===== config.mk =====
export PLATFORM = sky130hd
export DESIGN_NAME = mandel_cmd_tx
export DESIGN_NICKNAME = d
export VERILOG_FILES = /design/src/rtl/mandel_cmd_tx.sv
export SDC_FILE = /design/constraint.sdc
export NUM_CORES = 1
export LEC_CHECK = 0
export ABC_AREA = 1
export CAP_MARGIN = 25
export CORE_MARGIN = 2
export CORE_UTILIZATION = 50
export DETAILED_ROUTE_END_ITERATION = 10
export PLACE_DENSITY = 0.73
export SYNTH_ARGS = -nofsm -noshare
export SYNTH_HDL_FRONTEND = slang
export SYNTH_SLANG_ARGS = --single-unit
export TNS_END_PERCENT = 30

===== constraint.sdc =====
create_clock -name clk -period 3 [get_ports clk]
set_clock_uncertainty 0.1 [all_clocks]
set_input_delay 0.9 -clock clk [delete_from_list [all_inputs] [get_ports clk]]
set_output_delay 0.9 -clock clk [all_outputs]
set_load 0.02 [all_outputs]

===== src/rtl/mandel_cmd_tx.sv =====
// UART 8N1 sender for the 13-byte Mandelbrot render-command frame, LSB first.
// Define MANDEL_CMD_TX_CKSUM_EN to append a 14th byte holding the XOR of b0..b12.
module mandel_cmd_tx #(
    parameter int CLK_HZ   = 24000000,
    parameter int BAUD     = 115200,
    parameter int GAP_BITS = 1
) (
    input  logic        clk,
    input  logic        rst,
    input  logic        start,
    input  logic [8:0]  pix_x,
    input  logic [7:0]  pix_y,
    input  logic [15:0] cxs,
    input  logic [15:0] cys,
    input  logic [15:0] dcx,
    input  logic [15:0] dcy,
    input  logic [15:0] max_iter,
    output logic        txd,
    output logic        busy,
    output logic        done
);

    localparam int DIV = CLK_HZ / BAUD;
    localparam int BW  = (DIV > 2) ? $clog2(DIV) : 1;
    localparam int GW  = (GAP_BITS > 2) ? $clog2(GAP_BITS) : 1;
    localparam logic [BW-1:0] BAUD_LAST = BW'((DIV > 0) ? DIV - 1 : 0);
    localparam logic [GW-1:0] GAP_LAST  = GW'((GAP_BITS > 0) ? GAP_BITS - 1 : 0);
`ifdef MANDEL_CMD_TX_CKSUM_EN
    localparam logic [3:0] LAST_BYTE = 4'd13;
`else
    localparam logic [3:0] LAST_BYTE = 4'd12;
`endif

    if (DIV < 2) begin : g_bad_div
        $error("mandel_cmd_tx: CLK_HZ/BAUD must be at least 2");
    end

    typedef enum logic [2:0] {IDLE, START, DATA, STOP, GAP} state_t;

    state_t          state_q, state_d;
    logic [BW-1:0]   baud_q, baud_d;
    logic [2:0]      bit_q, bit_d;
    logic [3:0]      byte_q, byte_d;
    logic [GW-1:0]   gap_q, gap_d;
    logic            done_q, done_d;
    logic            txd_q, txd_d;
    logic [8:0]      pix_x_q, pix_x_d;
    logic [7:0]      pix_y_q, pix_y_d;
    logic [15:0]     cxs_q, cxs_d, cys_q, cys_d, dcx_q, dcx_d, dcy_q, dcy_d;
    logic [15:0]     max_iter_q, max_iter_d;
    logic            baud_tick;
    logic [7:0]      next_byte;

    function automatic logic [7:0] frame_byte(
        input logic [3:0]  idx,
        input logic [8:0]  px,
        input logic [7:0]  py,
        input logic [15:0] cx,
        input logic [15:0] cy,
        input logic [15:0] dx,
        input logic [15:0] dy,
        input logic [15:0] mi
    );
        logic [7:0] b;
        b = 8'h00;
        case (idx)
            4'd0:  b = {7'b0, px[8]};
            4'd1:  b = px[7:0];
            4'd2:  b = py;
            4'd3:  b = cx[15:8];
            4'd4:  b = cx[7:0];
            4'd5:  b = cy[15:8];
            4'd6:  b = cy[7:0];
            4'd7:  b = dx[15:8];
            4'd8:  b = dx[7:0];
            4'd9:  b = dy[15:8];
            4'd10: b = dy[7:0];
            4'd11: b = mi[15:8];
            4'd12: b = mi[7:0];
`ifdef MANDEL_CMD_TX_CKSUM_EN
            4'd13: b = {7'b0, px[8]} ^ px[7:0] ^ py ^ cx[15:8] ^ cx[7:0] ^ cy[15:8] ^ cy[7:0]
                       ^ dx[15:8] ^ dx[7:0] ^ dy[15:8] ^ dy[7:0] ^ mi[15:8] ^ mi[7:0];
`endif
            default: b = 8'h00;
        endcase
        return b;
    endfunction

    assign baud_tick = (baud_q == BAUD_LAST);

    always_comb begin
        state_d    = state_q;
        baud_d     = baud_q;
        bit_d      = bit_q;
        byte_d     = byte_q;
        gap_d      = gap_q;
        done_d     = 1'b0;
        pix_x_d    = pix_x_q;
        pix_y_d    = pix_y_q;
        cxs_d      = cxs_q;
        cys_d      = cys_q;
        dcx_d      = dcx_q;
        dcy_d      = dcy_q;
        max_iter_d = max_iter_q;

        // Baud counter free-runs through a frame and sits at zero while idle.
        if (state_q != IDLE) begin
            baud_d = baud_tick ? '0 : baud_q + BW'(1);
        end

        case (state_q)
            IDLE: begin
                baud_d = '0;
                if (start) begin
                    state_d    = START;
                    byte_d     = 4'd0;
                    bit_d      = 3'd0;
                    gap_d      = '0;
                    pix_x_d    = pix_x;
                    pix_y_d    = pix_y;
                    cxs_d      = cxs;
                    cys_d      = cys;
                    dcx_d      = dcx;
                    dcy_d      = dcy;
                    max_iter_d = max_iter;
                end
            end
            START: begin
                if (baud_tick) begin
                    state_d = DATA;
                    bit_d   = 3'd0;
                end
            end
            DATA: begin
                if (baud_tick) begin
                    if (bit_q == 3'd7) state_d = STOP;
                    else               bit_d   = bit_q + 3'd1;
                end
            end
            STOP: begin
                if (baud_tick) begin
                    if (byte_q == LAST_BYTE) begin
                        state_d = IDLE;
                        done_d  = 1'b1;
                    end else if (GAP_BITS == 0) begin
                        state_d = START;
                        byte_d  = byte_q + 4'd1;
                    end else begin
                        state_d = GAP;
                        gap_d   = '0;
                    end
                end
            end
            GAP: begin
                if (baud_tick) begin
                    if (gap_q == GAP_LAST) begin
                        state_d = START;
                        byte_d  = byte_q + 4'd1;
                    end else begin
                        gap_d = gap_q + GW'(1);
                    end
                end
            end
            default: state_d = IDLE;
        endcase
    end

    // txd is registered from next-state values so the line never glitches.
    assign next_byte = frame_byte(byte_d, pix_x_d, pix_y_d, cxs_d, cys_d, dcx_d, dcy_d, max_iter_d);

    always_comb begin
        txd_d = 1'b1;
        case (state_d)
            START:   txd_d = 1'b0;
            DATA:    txd_d = next_byte[bit_d];
            default: txd_d = 1'b1;
        endcase
    end

    always_ff @(posedge clk) begin
        if (rst) begin
            state_q    <= IDLE;
            baud_q     <= '0;
            bit_q      <= 3'd0;
            byte_q     <= 4'd0;
            gap_q      <= '0;
            done_q     <= 1'b0;
            txd_q      <= 1'b1;
            pix_x_q    <= '0;
            pix_y_q    <= '0;
            cxs_q      <= '0;
            cys_q      <= '0;
            dcx_q      <= '0;
            dcy_q      <= '0;
            max_iter_q <= '0;
        end else begin
            state_q    <= state_d;
            baud_q     <= baud_d;
            bit_q      <= bit_d;
            byte_q     <= byte_d;
            gap_q      <= gap_d;
            done_q     <= done_d;
            txd_q      <= txd_d;
            pix_x_q    <= pix_x_d;
            pix_y_q    <= pix_y_d;
            cxs_q      <= cxs_d;
            cys_q      <= cys_d;
            dcx_q      <= dcx_d;
            dcy_q      <= dcy_d;
            max_iter_q <= max_iter_d;
        end
    end

    assign txd  = txd_q;
    assign busy = (state_q != IDLE);
    assign done = done_q;

endmodule


==> impl_metrics.json <==
{
  "core_mm2": 0.01142,
  "criticalPathCategory": "in -> reg",
  "synth_area_mm2": 0.005842,
  "drc": 0,
  "seqCellArea_mm2": 0.002342,
  "synth_top_family_by_area": "simple AND/OR/NAND/NOR gates",
  "ant_nets": 0,
  "crit_path_max_fanout": 20,
  "slew_viol_final": 0,
  "ys_types": 35,
  "layout-drive-gt1-share_pct": 20.10,
  "n_antenna_cell": 0,
  "total_power_w": 0.004366,
  "synth_area_leaders": "dfxtp_1 40%, nor2_1 11%, mux2i_1 7.9%, nand2_1 7.1%, or2_2 5.1%",
  "synth_nets": 900,
  "synth_top_area_share_pct": 40.09,
  "multi_input_comb_area_mm2": 0.003015,
  "pin_count": 103,
  "grt_pass1_vias": 5843,
  "fin_tns_setup_ns": 0,
  "rsz0062_at_grt": "false",
  "clk_path_buf_depth": 2,
  "maxCapViolCount": 0,
  "area_delta_synth_final_pct": 38.66,
  "critical-path-max-stage-delay_ns": 0.51,
  "critPathCaptureType": "flop",
  "postSynthAreaPerCell_um2": 7.339,
  "p_per_area_mw_per_mm2": 539.0,
  "path_cells": "clkdlybuf4s50_1, inv_1, nor2_8, buf_4, buf_4, mux2i_1, nand3b_1, nand2_1, nor2_1, nand4_1, nand3_1, nand3_1, nand3_1, nand2_1",
  "grt_pass1_wl_mm": 27.90,
  "ir_drop_mv": 0.4509,
  "synth-adder-area-share_pct": 0.8567,
  "insertion_delay_ns": 0.42,
  "synth_xor_xnor_area_share_pct": 0.5997,
  "worst_ep_arrival_time_ns": 3.08,
  "grt_max_degree": 68,
  "fmax_mhz": 348.7,
  "nFillCells": 940,
  "start_util_pct": 51.16,
  "avgViaCountPerCell": 5.201,
  "row_count": 39,
  "vias": 5815,
  "max_slew_margin_pct": 64.07,
  "synthSimpleGateAreaFrac_pct": 35.98,
  "drt-pass1-iter-count": 5,
  "seq_area_frac_synth_pct": 40.09,
  "grt_usage_pct": 27.95,
  "muxShareOfSynthArea_pct": 7.882,
  "crit_path_start_kind": "input port",
  "ys_seq_elements": 117,
  "finalNonFillerCells": 1118,
  "cp_common_cell": "nand3_1",
  "period_minus_slack_ns": 2.868,
  "worst_slew_pin_slew_ns": 0.5349,
  "die_w_um": 112.1,
  "hold_viol": 0,
  "postLayoutCoreUtil_pct": 70.94,
  "grt_overflow": 0,
  "portBuffers": 102,
  "yosysWarnings": 0,
  "die_h_um": 112.1,
  "synth_compound_area_share_pct": 6.254,
  "cts_sinks": 117,
  "path_clk_slew_ns": 0.06,
  "cts_max_level": 4,
  "crit_slowest_cell": "clkdlybuf4s50_1",
  "dieArea_mm2": 0.01256,
  "synth_top_area_cell": "dfxtp_1",
  "synthCells": 796,
  "nNetsFinal": 1066,
  "numCtsBuffers": 17,
  "timing.critical_path.required_ns": 3.21,
  "antenna_found_initial": 0,
  "hpwl_mm": 12.71,
  "status": "completed",
  "holdBufCountCts": 0,
  "dp.cells": 1079,
  "holdCritPathClass": "reg -> reg",
  "place_congestion": 0.8881,
  "power_leakage_nw": 3.796,
  "setup_viol": 0,
  "fin_crit_sh_pct": 95.59,
  "cts-root-buf": "clkbuf_16",
  "cts_tree": "yes",
  "wl_per_cell_um": 15.39,
  "drt_iter0_markers": 368,
  "wirelength_mm": 17.21
}
logic make-up (layout without fill, tap and decap cells):
family	after synthesis	after routing
AO/OA/AOI/OAI	69	69
AND/OR/NAND/NOR	440	440
XOR/XNOR	4	4
flip-flops	117	117
adder cells (fa/ha/maj)	4	4
multiplexers	46	46
buffers and inverters	116	295
layout by cell type (no fill, tap or decap), types with 17 or more instances in the layout:
cell type,n
nor2_1,173
dfxtp_1,117
nand2_1,110
clkdlybuf4s50_1,101
buf_4,75
inv_1,72
o21ai_0,57
or2_2,48
mux2i_1,46
nand3_1,37
nand3b_1,23
clkbuf_16,17
metal layers:
metal	share of wire [%]	GRT usage [%]
met1	43	34.62
met2	47	46.47
met3	6.4	6.857
met4	3.2	12.20
met5	0	0
timing repair:
action                     4_1_cts  5_1_grt
gates resized for setup          0        3
setup endpoints to repair        0        1
setup buffers                    0        7
final timing paths:
path | startpoint | end | slack (ns) | cells after the start
hold / removal | baud_q[0] | baud_q[0] | 0.36 | 1
setup reg to reg | baud_q[0] | txd | 0.41 | 16
hold reg to reg | baud_q[0] | baud_q[0] | 0.36 | 1
setup / recovery | start | txd | 0.13 | 14
synth_stat cells (all sizes together):
library cell,instances
nand3,39
o22ai,1
clkbuf,21
nand4,12
xnor2,2
nand2,121
xor2,2
ha,4
dfxtp,117
o211ai,2
nor3,5
or2,52
o21bai,1
nor2,186
nor3b,2
o21ai,59
o31ai,1
a2111o,1
o21a,1
buf,12
mux2i,46
inv,83
a21oi,3
nand3b,23
area by class of cell:
| cell class | count | area share, % |
|---|---|---|
| Multi-Input combinational cell | 563 | 37.23 |
| Sequential cell | 117 | 28.92 |
| Timing Repair Buffer | 180 | 20.42 |
| Clock buffer | 20 | 5.762 |
| Inverter | 83 | 3.877 |
| Tap cell | 143 | 2.209 |
| Clock inverter | 12 | 1.591 |
registers in the layout, summed over array words and instances (netlist names):
name / flops
cys_q: 16
txd: 1
pix_x_q: 9
done: 1
byte_q: 4
state_q: 3
max_iter_q: 16
pix_y_q: 8
dcx_q: 16
bit_q: 3
baud_q: 8
cxs_q: 16
dcy_q: 16
metrics by stage:
| step | hold WS [ns] | setup WS, ns | instance area, um^2 |
|---|---|---|---|
| 2_1_floorplan | 0.3180 | 0.5637 | 5842 |
| 3_3_place_gp | 0.3254 | -0.2962 | 7447 |
| 3_5_place_dp | 0.3500 | -0.3167 | 7447 |
| 4_1_cts | 0.3659 | 0.09044 | 8043 |
| 5_1_grt | 0.3711 | 0.009773 | 8100 |
| 6_report | 0.3600 | 0.1324 | 8100 |
critical path: cells and delay by family:
kind                   cells  cell delay, ns
AND/OR/NAND/NOR            9            0.96
buffers and inverters      4            1.00
multiplexers               1            0.21
power by group:
group          switching [W]  total [W]  internal [W]  leakage, nW
logic               0.000299   0.000664      0.000365         2.55
registers          0.0000267    0.00169       0.00166        0.963
clock network       0.000734    0.00202       0.00128        0.288
total                0.00106    0.00437       0.00331         3.80
Power figures use the tool's default switching activity.
